File: src/rtl/free_list.sv
// Physical-register free list for a 3-wide rename stage.
// Circular array of CAP free PR tags: allocation pops from head, retirement
// pushes freed tags at tail, count tracks occupancy (0..CAP). Allocation is
// combinational from registered state, so pushes become visible next cycle.
module free_list #(
  parameter int unsigned NUM_PR    = 64,
  parameter int unsigned ARCH_REGS = 32,
  localparam int unsigned PR       = $clog2(NUM_PR)
) (
  input  logic                 clock,
  input  logic                 reset,
  input  logic                 squash,
  input  logic [2:0]           DispatchEN,
  input  logic [2:0]           Retire_EN,
  input  logic [2:0][PR-1:0]   Tolds_in,
  output logic [2:0][PR-1:0]   free_pr,
  output logic [2:0]           grant,
  output logic [1:0]           avail_num,
  output logic                 overflow_err
);

  localparam int unsigned CAP = NUM_PR - ARCH_REGS;
  localparam int unsigned PW  = $clog2(CAP);
  localparam int unsigned CW  = PW + 1;

  logic [CAP-1:0][PR-1:0] r_mem;
  logic [PW-1:0]          r_head;
  logic [PW-1:0]          r_tail;
  logic [CW-1:0]          r_count;
  logic                   r_ovf;

  logic [2:0][1:0]        w_arank;
  logic [2:0][1:0]        w_prank;
  logic [1:0]             w_ngrant;
  logic [1:0]             w_npush;
  logic [CW:0]            w_cnt_sum;
  logic                   w_over;
  logic [PW-1:0]          w_head_n;
  logic [PW-1:0]          w_tail_n;
  logic [CW-1:0]          w_count_n;

  // Rank of each slot among requesting / pushing slots, oldest (slot 2) first.
  always_comb begin
    w_arank[2] = 2'd0;
    w_arank[1] = {1'b0, DispatchEN[2]};
    w_arank[0] = {1'b0, DispatchEN[2]} + {1'b0, DispatchEN[1]};
    w_prank[2] = 2'd0;
    w_prank[1] = {1'b0, Retire_EN[2]};
    w_prank[0] = {1'b0, Retire_EN[2]} + {1'b0, Retire_EN[1]};
  end

  // Grant a request only if enough entries exist for its rank; squash blocks all.
  always_comb begin
    grant   = 3'b000;
    free_pr = '0;
    for (int s = 0; s < 3; s++) begin
      grant[s]   = !squash && DispatchEN[s] && (CW'(w_arank[s]) < r_count);
      free_pr[s] = r_mem[r_head + PW'(w_arank[s])];
    end
  end

  // Next-state pointers and occupancy; squash resets the list to full.
  always_comb begin
    w_ngrant  = {1'b0, grant[2]} + {1'b0, grant[1]} + {1'b0, grant[0]};
    w_npush   = {1'b0, Retire_EN[2]} + {1'b0, Retire_EN[1]} + {1'b0, Retire_EN[0]};
    // Grants never exceed count, so this difference cannot underflow.
    w_cnt_sum = {1'b0, r_count} + (CW+1)'(w_npush) - (CW+1)'(w_ngrant);
    w_over    = !squash && (w_cnt_sum > (CW+1)'(CAP));
    w_tail_n  = r_tail + PW'(w_npush);
    if (squash) begin
      w_head_n  = w_tail_n;
      w_count_n = CW'(CAP);
    end else begin
      w_head_n  = r_head + PW'(w_ngrant);
      w_count_n = w_over ? CW'(CAP) : w_cnt_sum[CW-1:0];
    end
  end

  // Registered state: array contents, pointers, count, sticky overflow.
  always_ff @(posedge clock or negedge reset) begin
    if (!reset) begin
      for (int i = 0; i < CAP; i++) begin
        r_mem[i] <= PR'(ARCH_REGS + i);
      end
      r_head  <= '0;
      r_tail  <= '0;
      r_count <= CW'(CAP);
      r_ovf   <= 1'b0;
    end else begin
      for (int s = 0; s < 3; s++) begin
        if (Retire_EN[s]) begin
          r_mem[r_tail + PW'(w_prank[s])] <= Tolds_in[s];
        end
      end
      r_head  <= w_head_n;
      r_tail  <= w_tail_n;
      r_count <= w_count_n;
      r_ovf   <= r_ovf | w_over;
    end
  end

  // Outputs derived from registered state.
  always_comb begin
    avail_num    = (r_count >= CW'(3)) ? 2'd3 : r_count[1:0];
    overflow_err = r_ovf;
  end

endmodule

File: config.mk
export PLATFORM = sky130hd
export DESIGN_NAME = free_list
export DESIGN_NICKNAME = d
export VERILOG_FILES = /design/src/rtl/free_list.sv
export SDC_FILE = /design/constraint.sdc
export NUM_CORES = 1
export LEC_CHECK = 0
export ABC_AREA = 0
export ABC_CLOCK_PERIOD_IN_PS = 12900
export CORE_MARGIN = 8
export CORE_UTILIZATION = 51
export DETAILED_ROUTE_END_ITERATION = 8
export GPL_TIMING_DRIVEN = 0
export PLACE_DENSITY_LB_ADDON = 0.1
export SLEW_MARGIN = 20
export SYNTH_ARGS = -nofsm -noshare
export SYNTH_HDL_FRONTEND = slang
export SYNTH_SLANG_ARGS = --single-unit
File: constraint.sdc
create_clock -name clock -period 12.9 [get_ports clock]
set_clock_uncertainty 0.2 [all_clocks]
set_input_delay 3.87 -clock clock [delete_from_list [all_inputs] [get_ports clock]]
set_output_delay 3.87 -clock clock [all_outputs]
set_load 0.05 [all_outputs]
==> flow_summary_export.csv, run 1 <==
group,metric,value,unit
yosys,ys_seq_area_share,29.0,%
finish,regArea,0.00537,mm2
grt,overflow,0,
power,p_sw_share,52.0,%
yosys,synth.distinct_cells,85,
finish,utilization,56.9,%
finish,fin_nets,2036,
finish,areaGrowthSynthToFinish,11.1,%
clock_tree,numCtsBuffers,27,
clock_tree,cts.sinks,209,
grt,top_usage_layer,"met2",
timing,finalHoldViolations,0,
clock_tree,cts_setup_buffers,0,
yosys,synth-edff-count,0,
clock_tree,clock_latency,0.56,ns
timing,whs,0.353,ns
clock_tree,cts-root-buf,"clkbuf_16",
yosys,synthCells,1896,
route,first_iter_violations,3108,
power,seq_power_share,21.0,%
grt,gr-usage-met1,56.6,%
timing,grt_setup_unrepaired,"false",
timing,min_period,12.82,ns
grt,grt_pass1_vias,18000,
worst_setup_path,cp-end-kind,"primary output",
worst_setup_path,crit_end,"free_pr[10]",
die,row_count,70,
power,share_comb_of_total_power,68.5,%
clock_tree,path_clk_slew,0.05,ns
grt,grt_start_max_net_pins,89,
worst_setup_path,crit_required,8.83,ns
route,firstDrtPassIters,8,
grt,grtUsageMet2,61.8,%
power,p_per_area,359,mW/mm2
worst_setup_path,cp-start-kind,"input port",
yosys,synth_top_area_cell,"mux4_2",
route,num_vias,19200,
power,power.internal,0.00355,W
die,start_util,51.2,%
worst_setup_path,cp-startpoint,"DispatchEN[2]",
worst_setup_path,worstPathCellList,"clkdlybuf4s50_1 -> ha_1 -> ha_1 -> clkbuf_1 -> clkbuf_1 -> mux4_2 -> mux2i_1 -> a221oi_1 -> clkdlybuf4s50_1",
finish,final_cell_mix,"246 x nor2_1, 156 x nand2_1, 156 x mux4_2, 122 x a211oi_1, 113 x dfstp_2",
worst_setup_path,max_stage_delay,0.93,ns
route,viasPerCell,7.75,
finish,multi_input_comb_area,0.0123,mm2
timing,min_period_over_period,99.3,%
die,die_x,207,um
timing,slew_headroom,15.9,%
yosys,synth_top_area_share,18.9,%
clock_tree,cts.repair.resized,0,
power,p_sw,0.00384,W
power,leakagePower,7.91,nW
die,ios,51,
placement,place.port_buffers,48,
worst_setup_path,crit_buf_inv,4,
worst_setup_path,timing.critical_path.fanout_max,10,
clock_tree,clockBufferDepth,3,
die,core,0.0363,mm2
yosys,syn_area,0.0186,mm2
worst_setup_path,crit_cells,9,
placement,gp_congestion,1.08,
finish,drive_gt1_share,22.1,%
timing,tightestPinTransition,1.26,ns
yosys,ys.flop_type,"dfstp_2",
route,ant_nets,0,
worst_setup_path,r2r_end,"overflow_err$_DFF_PN0_",
route,wl,93000,um
timing,clock.fmax,78.0,MHz
placement,post-dp-hpwl,71200,um
die,die_h,207,um
worst_setup_path,r2r_cells,16,
yosys,ys_ff_latch,209,
yosys,async_flop_share,100,%
flow_run,maxCapViolCount,0,
clock_tree,h-tree-depth,1,
power,ir_drop,0.000186,V
clock_tree,cts_tree,"yes",
yosys,avgSynthCellArea,9.79,um2
grt,met3_usage,15.8,%
worst_setup_path,cp_top_family,"buffers and inverters",
grt,grt_usage,43.5,%
worst_setup_path,cp_data_arrival_time,8.75,ns
worst_setup_path,r2r_setup_slack,8.33,ns
yosys,yosysWarnings,0,
worst_setup_path,r2r-start,"r_count[5]$_DFF_PN1_",
timing,finalSetupViolCount,0,
route,wl_per_cell,37.5,um
clock_tree,hold_buffers,0,
yosys,yosys-top-cells-area,"mux4_2 19%, dfstp_2 16%, dfrtp_1 13%",
timing,drv_slew,0,
worst_setup_path,cp_slowest_cell,"clkdlybuf4s50_1",
power,clkPwrFrac,10.5,%
grt,grt_antenna_before_repair,6,
route,remaining_drc_errors,0,
worst_setup_path,path_class,"input port to primary output",
yosys,syn_nets,1956,
finish,layout_commonest_cell,"nor2_1",
finish,n_fill_cell,3223,
hold_path,whs_path_depth,2,
die,die_area,0.0427,mm2
grt,grt_first_pass_wirelength,132000,um
hold_path,hold_path_class,"register to register",
run_status,status,"finished, final reports clean",
==> power by group through the flow <==
stage / sequential, W / clock [W] / combinational (W)
floorplan: 0.00133 / 0 / 0.00325
global placement: 0.00150 / 0 / 0.00481
detailed placement: 0.00152 / 0 / 0.00486
CTS: 0.00152 / 0.000768 / 0.00487
global route: 0.00158 / 0.000792 / 0.00516
finish: 0.00156 / 0.000776 / 0.00507
==> stage by stage <==
stage	std cells	power [W]	setup TNS, ns	cell area (um2)	setup WS (ns)
after floorplan	1896	0.00458	0	18600	1.57
after global placement	2412	0.00631	-139.55	19600	-1.48
after detailed placement	2415	0.00638	0	19700	0.0396
after CTS	2465	0.00715	0	20600	0.0284
after global routing	2467	0.00753	0	20600	0.153
final	2478	0.00740	0	20600	0.0849
==> worst min-delay path by stage <==
stage | startpoint | to | slack [ns]
5_1_grt | overflow_err$_DFF_PN0_ | overflow_err$_DFF_PN0_ | 0.38
6_report | overflow_err$_DFF_PN0_ | overflow_err$_DFF_PN0_ | 0.35
3_5_place_dp | overflow_err$_DFF_PN0_ | overflow_err$_DFF_PN0_ | 0.34
4_1_cts | overflow_err$_DFF_PN0_ | overflow_err$_DFF_PN0_ | 0.35
2_1_floorplan | r_mem[65]$_DFF_PN1_ | r_mem[65]$_DFF_PN1_ | 0.35
3_3_place_gp | overflow_err$_DFF_PN0_ | overflow_err$_DFF_PN0_ | 0.33
==> worst min-delay path, delay by kind of cell, from the launching register on <==
family / cells / cell delay (ns)
DFF: 1 / 0.37
buffers and inverters: 1 / 0.07
AOI/OAI and AO/OA: 1 / 0.06
==> sequential cells by signal, indices dropped and copies added (netlist names) <==
signal	cells
overflow_err	1
r_count	6
r_head	5
r_mem	192
r_tail	5
==> cell families (layout without fill, tap and decap cells) <==
kind of cell	count (synthesis)	count (layout)	share of synthesized area [%]
AOI/OAI and AO/OA	458	458	19.1
xor gates and xnor gates	16	16	0.796
adders and majority gates	33	33	2.51
buffers and inverters	198	299	4.59
DFF	209	209	29.0
muxes	271	271	25.3
other	0	13	0
and+or+nand+nor	711	711	18.7
==> cells in the mapped netlist (31+ instances only) <==
cell type / n
a221oi_1: 74
o31ai_1: 102
inv_1: 41
a211oi_1: 122
nor2_1: 247
mux2i_1: 89
dfrtp_1: 96
buf_2: 31
o21ai_0: 34
and3_1: 51
nand2_1: 156
mux4_2: 156
clkbuf_1: 88
nand3_1: 35
dfstp_2: 113
nor3_1: 67
==> routing by layer <==
layer / up-vias / share of wire, % / wire [um]
li1: 7573 / - / -
met1: 9530 / 37 / 34600
met2: 1746 / 41 / 38300
met3: 351 / 15 / 13600
met4: 6 / 6.8 / 6320
met5: - / 0.039 / 36
==> cell type report <==
type | instances | area share (%)
timing repair buffer | 51 | 2.68
buffer | 157 | 3.39
clock buffer | 43 | 3.96
antenna | 13 | 0.158
tap | 468 | 2.84
multi-input combinational | 1489 | 59.9
sequential | 209 | 26.1
clock inverter | 7 | 0.322
inverter | 41 | 0.746
Note: power is estimated with default switching activity, not from simulation.
==> run 2, diff against run 1 <==
--- a/config.mk
+++ b/config.mk
@@ -6,7 +6,7 @@
 export NUM_CORES = 1
 export LEC_CHECK = 0
 export ABC_AREA = 0
-export ABC_CLOCK_PERIOD_IN_PS = 12900
+export ABC_CLOCK_PERIOD_IN_PS = 13500
 export CORE_MARGIN = 8
 export CORE_UTILIZATION = 51
 export DETAILED_ROUTE_END_ITERATION = 8
==> constraint.sdc (replaced) <==
create_clock -name clock -period 13.5 [get_ports clock]
set_clock_uncertainty 0.2 [all_clocks]
set_input_delay 4.05 -clock clock [delete_from_list [all_inputs] [get_ports clock]]
set_output_delay 4.05 -clock clock [all_outputs]
set_load 0.05 [all_outputs]
==> flow_summary_export.csv, run 2 (synthesis results as in run 1) <==
group,metric,value,unit
run_status,status,"finished, final reports clean",
power,ir_drop,0.000177,V
grt,grt_pass1_vias,18000,
clock_tree,clockBufferDepth,3,
clock_tree,cts.repair.resized,0,
worst_setup_path,r2r-start,"r_count[5]$_DFF_PN1_",
timing,finalSetupViolCount,0,
hold_path,min_from,"overflow_err$_DFF_PN0_",
finish,largest_reg_flops,192,
die,die_h,207,um
finish,multi_input_comb_area,0.0123,mm2
placement,post-dp-hpwl,71200,um
power,leakagePower,7.90,nW
route,remaining_drc_errors,0,
finish,fin_cells,2473,
die,die_area,0.0427,mm2
worst_setup_path,path_class,"input port to primary output",
grt,overflow,0,
route,firstDrtPassIters,6,
finish,areaGrowthSynthToFinish,11.0,%
clock_tree,clock_latency,0.56,ns
timing,slew_headroom,14.6,%
clock_tree,path_clk_slew,0.05,ns
finish,utilization,56.8,%
timing,clock.fmax,74.7,MHz
timing,finalHoldViolations,0,
route,first_iter_violations,3108,
worst_setup_path,cp-start-kind,"input port",
timing,whs,0.352,ns
clock_tree,hold_buffers,0,
clock_tree,cts-root-buf,"clkbuf_16",
timing,min_period,13.39,ns
power,share_comb_of_total_power,68.5,%
route,wl,92700,um
finish,fin_nets,2036,
grt,grt_start_max_net_pins,89,
power,p_per_area,343,mW/mm2
clock_tree,numCtsBuffers,27,
finish,drive_gt1_share,22.0,%
placement,dp_slack,0.280,ns
grt,grt_first_pass_wirelength,132000,um
clock_tree,h-tree-depth,1,
finish,layout_commonest_cell,"nor2_1",
worst_setup_path,cp_slowest_cell,"clkdlybuf4s50_1",
clock_tree,cts_setup_buffers,0,
worst_setup_path,crit_required,9.25,ns
worst_setup_path,cp-end-kind,"primary output",
die,start_util,51.2,%
timing,setup_slack,0.109,ns
placement,placedCellCount,2415,
worst_setup_path,cp_data_arrival_time,9.14,ns
die,ios,51,
timing,tightestPinTransition,1.27,ns
die,row_count,70,
placement,gp_congestion,1.08,
power,p_sw,0.00367,W
worst_setup_path,worst_path_most_repeated_cell,"ha_1",
power,seq_power_share,21.1,%
grt,grt_usage,43.5,%
route,wl_per_cell,37.5,um
worst_setup_path,max_stage_delay,0.91,ns
finish,n_fill_cell,3224,
timing,min_period_over_period,99.2,%
power,power.internal,0.00340,W
route,num_vias,19100,
route,ant_nets,0,
die,core,0.0363,mm2
clock_tree,cts_tree,"yes",
hold_path,hold_path_class,"register to register",
finish,regArea,0.00537,mm2
worst_setup_path,timing.critical_path.fanout_max,10,
timing,drv_slew,0,
die,die_x,207,um
clock_tree,cts.sinks,209,
route,viasPerCell,7.72,
worst_setup_path,worstPathCellList,"clkdlybuf4s50_1 -> ha_1 -> ha_1 -> ha_1 -> clkbuf_1 -> clkbuf_1 -> mux4_2 -> nand3_1 -> o211a_1 -> nor4_1 -> clkdlybuf4s50_1",
power,clkPwrFrac,10.5,%
timing,grt_setup_unrepaired,"false",
worst_setup_path,cp-startpoint,"DispatchEN[2]",
power,p_sw_share,51.9,%
placement,place.port_buffers,48,
finish,top_register,"r_mem",
finish,final_cell_mix,"246 x nor2_1, 156 x nand2_1, 156 x mux4_2, 122 x a211oi_1, 113 x dfstp_2",
finish,top_regs,"r_mem: 192 flops, r_count: 6 flops",
flow_run,maxCapViolCount,0,
grt,grt_antenna_before_repair,6,
-- run 2: cell count changes in the layout (fill, tap and decap cells not counted), sizes merged --
cell	previous run	this run
diode	13	8
-- run 2: layout make-up --
type                            count  area share (%)
Inverter                           41           0.747
Buffer                            157            3.38
Antenna cell                        8          0.0972
Clock inverter                      7           0.322
Clock buffer                       43            3.96
Sequential cell                   209            26.1
Timing Repair Buffer               51            2.68
Tap cell                          468            2.84
Multi-Input combinational cell   1489            59.9
-- run 2: path summary, 6_finish.rpt --
kind / end / slack (ns) / cells after the start
setup / recovery: free_pr[3] / 0.11 / 11
max in group asynchronous: r_count[5]$_DFF_PN1_ / 9.09 / 2
setup reg to reg: overflow_err$_DFF_PN0_ / 8.97 / 16
min in group asynchronous: r_mem[156]$_DFF_PN0_ / 3.17 / 1
hold reg to reg: overflow_err$_DFF_PN0_ / 0.35 / 2
hold / removal: overflow_err$_DFF_PN0_ / 0.35 / 2
-- run 2: metal layers --
metal / vias to the layer above / GRT usage [%] / share of wire (%)
met3: 330 / 15.8 / 15
met5: - / 0 / 0.039
met1: 9493 / 56.6 / 37
met4: 6 / 25.0 / 6.8
li1: 7561 / - / -
met2: 1710 / 61.8 / 41
-- run 2: power groups by stage --
stage | logic, W | clock network (W) | registers (W)
2_1_floorplan | 0.00311 | 0 | 0.00127
3_3_place_gp | 0.00459 | 0 | 0.00143
3_5_place_dp | 0.00464 | 0 | 0.00145
4_1_cts | 0.00465 | 0.000734 | 0.00145
5_1_grt | 0.00493 | 0.000757 | 0.00151
6_report | 0.00483 | 0.000740 | 0.00149
-- run 2: metrics by stage --
step,power [W],instance area [um2],TNS [ns]
6_report,0.00706,20600,0
5_1_grt,0.00720,20600,0
4_1_cts,0.00684,20600,0
3_5_place_dp,0.00609,19700,0
3_3_place_gp,0.00603,19600,-99.23
2_1_floorplan,0.00438,18600,0
-- run 2: worst max-delay path: cells and delay by family --
family | cells | cell delay [ns]
buffers and inverters | 4 | 2.89
multiplexers | 1 | 0.40
AO/OA/AOI/OAI | 1 | 0.22
adder cells (fa/ha/maj) | 3 | 1.04
AND/OR/NAND/NOR | 2 | 0.52
